File: src/rtl/left_normalizer_lzc_seq_if.sv
`default_nettype none
// ============================================================================
// Module      : left_normalizer_lzc_seq_if
// Description : Handshake and data bundle for the iterative left normalizer.
//               The master drives the input significand and valid, and
//               drives the result-side ready. The slave (the normalizer)
//               returns input-side ready and the normalized result.
//   i_in        [N-2:0]           significand to normalize
//   i_valid                       i_in valid
//   o_in_ready                    normalizer can accept i_in
//   o_r         [N-2:0]           normalized significand
//   o_count     [$clog2(N)-1:0]   left-shift amount (leading-zero count)
//   o_zero                        captured input was all zeros
//   o_valid                       result fields valid
//   i_out_ready                   downstream accepts result
// Revision    : 1.0 - initial release
// ============================================================================
interface left_normalizer_lzc_seq_if #(
  parameter int N = 16
) ();
  logic [N-2:0]         i_in;
  logic                 i_valid;
  logic                 o_in_ready;
  logic [N-2:0]         o_r;
  logic [$clog2(N)-1:0] o_count;
  logic                 o_zero;
  logic                 o_valid;
  logic                 i_out_ready;

  modport master (
    output i_in, i_valid, i_out_ready,
    input  o_in_ready, o_r, o_count, o_zero, o_valid
  );

  modport slave (
    input  i_in, i_valid, i_out_ready,
    output o_in_ready, o_r, o_count, o_zero, o_valid
  );
endinterface
`default_nettype wire

File: src/rtl/left_normalizer_lzc_seq.sv
`default_nettype none
// ============================================================================
// Module      : left_normalizer_lzc_seq
// Description : Iterative post-add normalizer. Counts the leading zeros of an
//               (N-1)-bit significand and left-shifts it until its MSB is 1,
//               using one binary shift stage (2^k positions, k = STAGES-1..0)
//               per clock. valid/ready handshake on both sides; one operation
//               in flight at a time.
// Ports       : i_clk  - clock, rising edge
//               i_rst  - asynchronous reset, active-high
//               bus    - slave side of left_normalizer_lzc_seq_if (input
//                        significand/valid/ready, result/count/zero/valid,
//                        downstream ready)
// Options     : NORM_BYPASS_EN - inputs whose MSB is already set complete
//               after a single cycle instead of STAGES cycles. Results are
//               identical either way; only latency differs.
// Revision    : 1.0 - initial release
// ============================================================================
module left_normalizer_lzc_seq #(
  parameter int N = 16
) (
  input  wire logic                 i_clk,
  input  wire logic                 i_rst,
  left_normalizer_lzc_seq_if.slave  bus
);

  localparam int W      = N - 1;
  localparam int STAGES = $clog2(N);
  localparam int SW     = (STAGES > 1) ? $clog2(STAGES) : 1;

  typedef enum logic [1:0] {
    IDLE  = 2'd0,
    SHIFT = 2'd1,
    DONE  = 2'd2
  } state_t;

  state_t            state_q, state_d;
  logic [W-1:0]      work_q, work_d;
  logic [STAGES-1:0] count_q, count_d;
  logic [SW-1:0]     stage_q, stage_d;
  logic              in_zero_q, in_zero_d;
  logic [W-1:0]      r_q, r_d;
  logic [STAGES-1:0] cnt_out_q, cnt_out_d;
  logic              zero_out_q, zero_out_d;
  logic              valid_q, valid_d;

  logic              in_ready_w;
  logic [W-1:0]      shift_work_w;
  logic [STAGES-1:0] shift_count_w;

  // Per-stage precomputation: is the top 2^s-bit window zero, and the
  // work value shifted by 2^s. Only the stage selected by stage_q is used.
  logic [STAGES-1:0] top_zero_w;
  logic [W-1:0]      shifted_w [STAGES];

  generate
    for (genvar s = 0; s < STAGES; s++) begin : g_stage
      assign top_zero_w[s] = (work_q[W-1 -: (1 << s)] == '0);
      assign shifted_w[s]  = work_q << (1 << s);
    end
  endgenerate

  // Held low during reset so nothing is accepted while flops are cleared.
  assign in_ready_w = (state_q == IDLE) && !i_rst;

  always_comb begin
    shift_work_w  = work_q;
    shift_count_w = count_q;
    for (int s = 0; s < STAGES; s++) begin
      if (stage_q == SW'(s) && top_zero_w[s]) begin
        shift_work_w     = shifted_w[s];
        shift_count_w[s] = 1'b1;
      end
    end
  end

  always_comb begin
    state_d    = state_q;
    work_d     = work_q;
    count_d    = count_q;
    stage_d    = stage_q;
    in_zero_d  = in_zero_q;
    r_d        = r_q;
    cnt_out_d  = cnt_out_q;
    zero_out_d = zero_out_q;
    valid_d    = valid_q;

    case (state_q)
      IDLE: begin
        if (bus.i_valid && in_ready_w) begin
          work_d    = bus.i_in;
          count_d   = '0;
          stage_d   = SW'(STAGES - 1);
          in_zero_d = (bus.i_in == '0);
          state_d   = SHIFT;
`ifdef NORM_BYPASS_EN
          // MSB already set: start at stage 0, which cannot shift (its
          // one-bit window is the set MSB), so DONE follows in one cycle.
          if (bus.i_in[W-1]) begin
            stage_d = '0;
          end
`endif
        end
      end

      SHIFT: begin
        work_d  = shift_work_w;
        count_d = shift_count_w;
        if (stage_q == '0) begin
          // Result registers take the post-shift value of the final stage.
          state_d    = DONE;
          r_d        = shift_work_w;
          cnt_out_d  = shift_count_w;
          zero_out_d = in_zero_q;
          valid_d    = 1'b1;
        end else begin
          stage_d = stage_q - 1'b1;
        end
      end

      DONE: begin
        if (bus.i_out_ready) begin
          valid_d = 1'b0;
          state_d = IDLE;
        end
      end

      default: begin
        state_d = IDLE;
        valid_d = 1'b0;
      end
    endcase
  end

  always_ff @(posedge i_clk or posedge i_rst) begin
    if (i_rst) begin
      state_q    <= IDLE;
      work_q     <= '0;
      count_q    <= '0;
      stage_q    <= '0;
      in_zero_q  <= 1'b0;
      r_q        <= '0;
      cnt_out_q  <= '0;
      zero_out_q <= 1'b0;
      valid_q    <= 1'b0;
    end else begin
      state_q    <= state_d;
      work_q     <= work_d;
      count_q    <= count_d;
      stage_q    <= stage_d;
      in_zero_q  <= in_zero_d;
      r_q        <= r_d;
      cnt_out_q  <= cnt_out_d;
      zero_out_q <= zero_out_d;
      valid_q    <= valid_d;
    end
  end

  assign bus.o_in_ready = in_ready_w;
  assign bus.o_r        = r_q;
  assign bus.o_count    = cnt_out_q;
  assign bus.o_zero     = zero_out_q;
  assign bus.o_valid    = valid_q;

endmodule
`default_nettype wire
File: src/flat_wrapper.sv
// flat-port wrapper written by rule: the top's interface ports become plain ports
module left_normalizer_lzc_seq_flat 
#(
  parameter int N = 16
)
  (i_clk, i_rst, bus_i_in, bus_i_valid, bus_i_out_ready, bus_o_in_ready, bus_o_r, bus_o_count, bus_o_zero, bus_o_valid);
  left_normalizer_lzc_seq_if #(.N(N)) bus_i ();
  input  wire logic i_clk;
  input  wire logic i_rst;
  input wire logic [$bits(bus_i.i_in)-1:0] bus_i_in;
  input wire logic [$bits(bus_i.i_valid)-1:0] bus_i_valid;
  input wire logic [$bits(bus_i.i_out_ready)-1:0] bus_i_out_ready;
  output wire logic [$bits(bus_i.o_in_ready)-1:0] bus_o_in_ready;
  output wire logic [$bits(bus_i.o_r)-1:0] bus_o_r;
  output wire logic [$bits(bus_i.o_count)-1:0] bus_o_count;
  output wire logic [$bits(bus_i.o_zero)-1:0] bus_o_zero;
  output wire logic [$bits(bus_i.o_valid)-1:0] bus_o_valid;
  assign bus_i.i_in = bus_i_in;
  assign bus_i.i_valid = bus_i_valid;
  assign bus_i.i_out_ready = bus_i_out_ready;
  assign bus_o_in_ready = bus_i.o_in_ready;
  assign bus_o_r = bus_i.o_r;
  assign bus_o_count = bus_i.o_count;
  assign bus_o_zero = bus_i.o_zero;
  assign bus_o_valid = bus_i.o_valid;
  left_normalizer_lzc_seq #(.N(N)) u_core (.i_clk(i_clk), .i_rst(i_rst), .bus(bus_i));
endmodule
File: config.mk
export PLATFORM = sky130hd
export DESIGN_NAME = left_normalizer_lzc_seq_flat
export DESIGN_NICKNAME = d
export VERILOG_FILES = /design/src/rtl/left_normalizer_lzc_seq_if.sv /design/src/rtl/left_normalizer_lzc_seq.sv /design/src/flat_wrapper.sv
export SDC_FILE = /design/constraint.sdc
export NUM_CORES = 1
export LEC_CHECK = 0
export ABC_AREA = 1
export BUFFER_PORTS_ARGS = -buffer_cell sky130_fd_sc_hd__clkbuf_2
export CORE_AREA = 5 5 79 81
export CTS_BUF_LIST = sky130_fd_sc_hd__clkbuf_8
export DETAILED_ROUTE_END_ITERATION = 8
export DIE_AREA = 0 0 84 86
export HOLD_SLACK_MARGIN = 0.03
export PLACE_DENSITY_LB_ADDON = 0.2
export SLEW_MARGIN = 10
export SYNTH_ARGS = -nofsm -noshare
export SYNTH_HDL_FRONTEND = slang
export SYNTH_SLANG_ARGS = --single-unit
File: constraint.sdc
create_clock -name i_clk -period 3.06 [get_ports i_clk]
set_clock_uncertainty 0.15 [all_clocks]
set_input_delay 0.612 -clock i_clk [delete_from_list [all_inputs] [get_ports i_clk]]
set_output_delay 0.612 -clock i_clk [all_outputs]
set_load 0.005 [all_outputs]
==> results_dict.tcl <==
set metrics [dict create \
    outcome "finished clean" \
    tightestPinTransition_ps 895 \
    r2r_setup_slack_ps 890 \
    drt_first_pass_iters 5 \
    top_layer_used "met4" \
    syn-mean-instance-area_um2 7.22 \
    ys_warn_count 0 \
    routed_wl_um 7140 \
    cts_tree "done" \
    port_buffers 40 \
    cts_hold_buf 0 \
    ios 41 \
    switchingPower_w 0.00152 \
    place_congestion 0.903 \
    post-route-period-util 0.710 \
    ff2ff_path_depth 9 \
    final_nets 428 \
    die_area_mm2 0.00722 \
    end_kind "flop" \
    cp_max_fo 15 \
    worstSetupPathType "flop to flop" \
    pre_cts_slack_ps 786 \
    die_width_um 84 \
    slew_viol_final 0 \
    rows 27 \
    design_area_mm2 0.00298 \
    layout-drive-gt1-share 0.156 \
    ctsHtreeMaxLevel 2 \
    r2r-end "u_core.stage_q[0]" \
    setup_viol 0 \
    wl_met2_um 3190 \
    cts_buffer_depth 2 \
    post_dp_cell_area_mm2 0.00286 \
    crit_arrival_ps 2250 \
    antenna_found_initial 0 \
    initial_utilization 0.490 \
    seqPwrFrac 0.342 \
    drtAntennaViolNets 0 \
    synth_seq_cells 45 \
    cts_buffers 5 \
    postSynthCellCount 367 \
    p_leak_nw 1.66 \
    period_minus_slack_ps 2170 \
    fin_ws_ps 888 \
    intPower_w 0.00169 \
    drt-met1-wl_um 3360 \
    ir_worst_vdd_uv 402 \
    required_ps 3140 \
    dp_hpwl_um 5030 \
    grt_pass1_vias 2368 \
    hp-class "primary input to async pin" \
    vias_per_cell 5.21 \
    maxCapViolations 0 \
    cts_resized 0 \
    clock-sinks 45 \
    hold_violations 0 \
    grt_pass1_wl_um 11900 \
    synth_area_mm2 0.00265 \
    final_util 0.551 \
    synthesis.nets 391 \
    crit_end "u_core.stage_q[0]" \
    clkSlewWorstSetupHoldPaths_ps 100 \
    startpoint_type "flop" \
    clock_tree.root_cell "clkbuf_8" \
    overflow 0 \
    pwr-share-comb 0.508 \
    fmax_ghz 0.460 \
    pwr-share-clk 0.149 \
    slew_headroom 0.399 \
    fin_setup_tns_ps 0 \
    p_per_area_mw_per_mm2 1080 \
    finalPower_w 0.00321 \
    syn2layout_area_growth_pct 12.4 \
    synthDistinctLibCells 26 \
    clk_latency_ps 310 \
    grt_setup_unrepaired "no" \
    diodes 0 \
    drc_errors 0 \
    die_height_um 86 \
    route.met3.wl_um 511 \
    reg2reg_from "u_core.state_q[1]" \
    core_area_mm2 0.00541 \
    crit_path_start "u_core.state_q[1]" \
    yosysSeqAreaShare 0.425 \
    wl_per_cell_um 15.0 \
    drt_iter0_markers 180 \
    vias 2487 \
    grt_max_degree 46 \
    swShare 0.473 \
    cts_setup_buffers 0 \
    grt_usage 0.207 \
]
-- worst max-delay path: stages, from the launching register on --
cell	delay, ps
dfrtp_1	360
inv_1	120
nand2_1	120
nor2_2	130
nand2_2	230
nand2_1	510
inv_2	150
nor2_4	140
o21ai_0	100
o21ai_0	90
-- how the worst min path moves through the flow --
stage                               to  slack (ps)  cells past startpoint
finish               u_core.work_q[10]         320                      3
global route         u_core.bus.o_r[6]         360                      2
detailed placement   u_core.bus.o_r[4]         310                      2
CTS                 u_core.bus.o_r[11]         340                      3
global placement     u_core.bus.o_r[6]         310                      2
floorplan            u_core.count_q[0]         310                      2
-- kinds of logic (layout without fill, tap and decap cells) --
group,Yosys count,in the layout,synth area share
buffers and inverters,69,107,0.115
AND/OR/NAND/NOR,199,199,0.333
flip-flops,45,45,0.425
AO/OA/AOI/OAI,49,49,0.103
adder cells (fa/ha/maj),5,5,0.0236
-- layout by cell type (no fill, tap or decap) --
cell type | netlist | final
nand3_4 | 1 | 1
ha_1 | 5 | 5
nand2_2 | 4 | 4
clkbuf_8 | 0 | 6
clkinv_1 | 1 | 2
o21ai_1 | 5 | 5
dfrtp_1 | 45 | 45
bufinv_16 | 0 | 1
nor2_4 | 4 | 4
inv_2 | 2 | 2
clkbuf_2 | 0 | 40
nand4_1 | 2 | 2
o22ai_1 | 12 | 12
o21ai_0 | 19 | 19
nor2_1 | 20 | 20
buf_4 | 3 | 1
nor2_8 | 1 | 1
nand2_1 | 125 | 125
nand2_4 | 1 | 1
or2_2 | 1 | 1
nor3_1 | 4 | 4
nor2_2 | 1 | 1
nand3_1 | 35 | 35
inv_1 | 55 | 55
a21oi_1 | 8 | 8
o211ai_1 | 5 | 5
-- synth_stat cells --
library cell  number  area [um^2]
o211ai_1           5         37.5
nand2_2            4         25.0
buf_2              3         15.0
nor2_2             1         6.26
dfrtp_1           45         1130
nand2_4            1         11.3
buf_4              3         22.5
o21ai_1            5         25.0
buf_6              4         45.0
clkinv_1           1         3.75
o22ai_1           12         75.1
nor2_4             4         45.0
a21oi_1            8         40.0
or2_2              1         6.26
nand2_1          125          469
nor2_8             1         20.0
inv_2              2         7.51
nand3_1           35          175
nor2_1            20         75.1
nand4_1            2         12.5
o21ai_0           19         95.1
nand3_4            1         17.5
clkbuf_1           1         3.75
nor3_1             4         20.0
inv_1             55          206
ha_1               5         62.6
-- per-layer routing --
layer / global-route usage / vias up
met3: 0.0365 / 8
met2: 0.322 / 104
met4: 0.0497 / 0
li1: - / 1226
met5: 0 / -
met1: 0.300 / 1149
-- power groups by stage --
stage,logic [W],registers (W),clock network (W)
finish,0.00163,0.00110,0.000480
global route,0.00186,0.00114,0.000512
CTS,0.00163,0.00109,0.000488
detailed placement,0.00162,0.00110,0
global placement,0.00161,0.00110,0
floorplan,0.00122,0.00106,0
-- stage by stage --
stage               hold WS [ps]  cells
global placement             314    469
detailed placement           315    469
global route                 360    477
CTS                          338    477
finish                       318    477
floorplan                    307    367
-- layout make-up --
cell class                 count  area (um^2)
clock buffer                   6         82.6
clock inverter                 2         33.8
fill                         537         2430
inverter                      58          218
multi-input combinational    253         1220
sequential                    45         1130
tap                           72         90.1
timing repair buffer          41          208
-- state kept, by name (all words and copies together) (netlist names) --
register,count
u_core.bus.o_r,15
u_core.count_q,4
u_core.state_q,2
u_core.bus.o_valid,1
u_core.bus.o_zero,1
u_core.bus.o_count,4
u_core.in_zero_q,1
u_core.stage_q,2
u_core.work_q,15
Note: power is estimated with default switching activity, not from simulation.
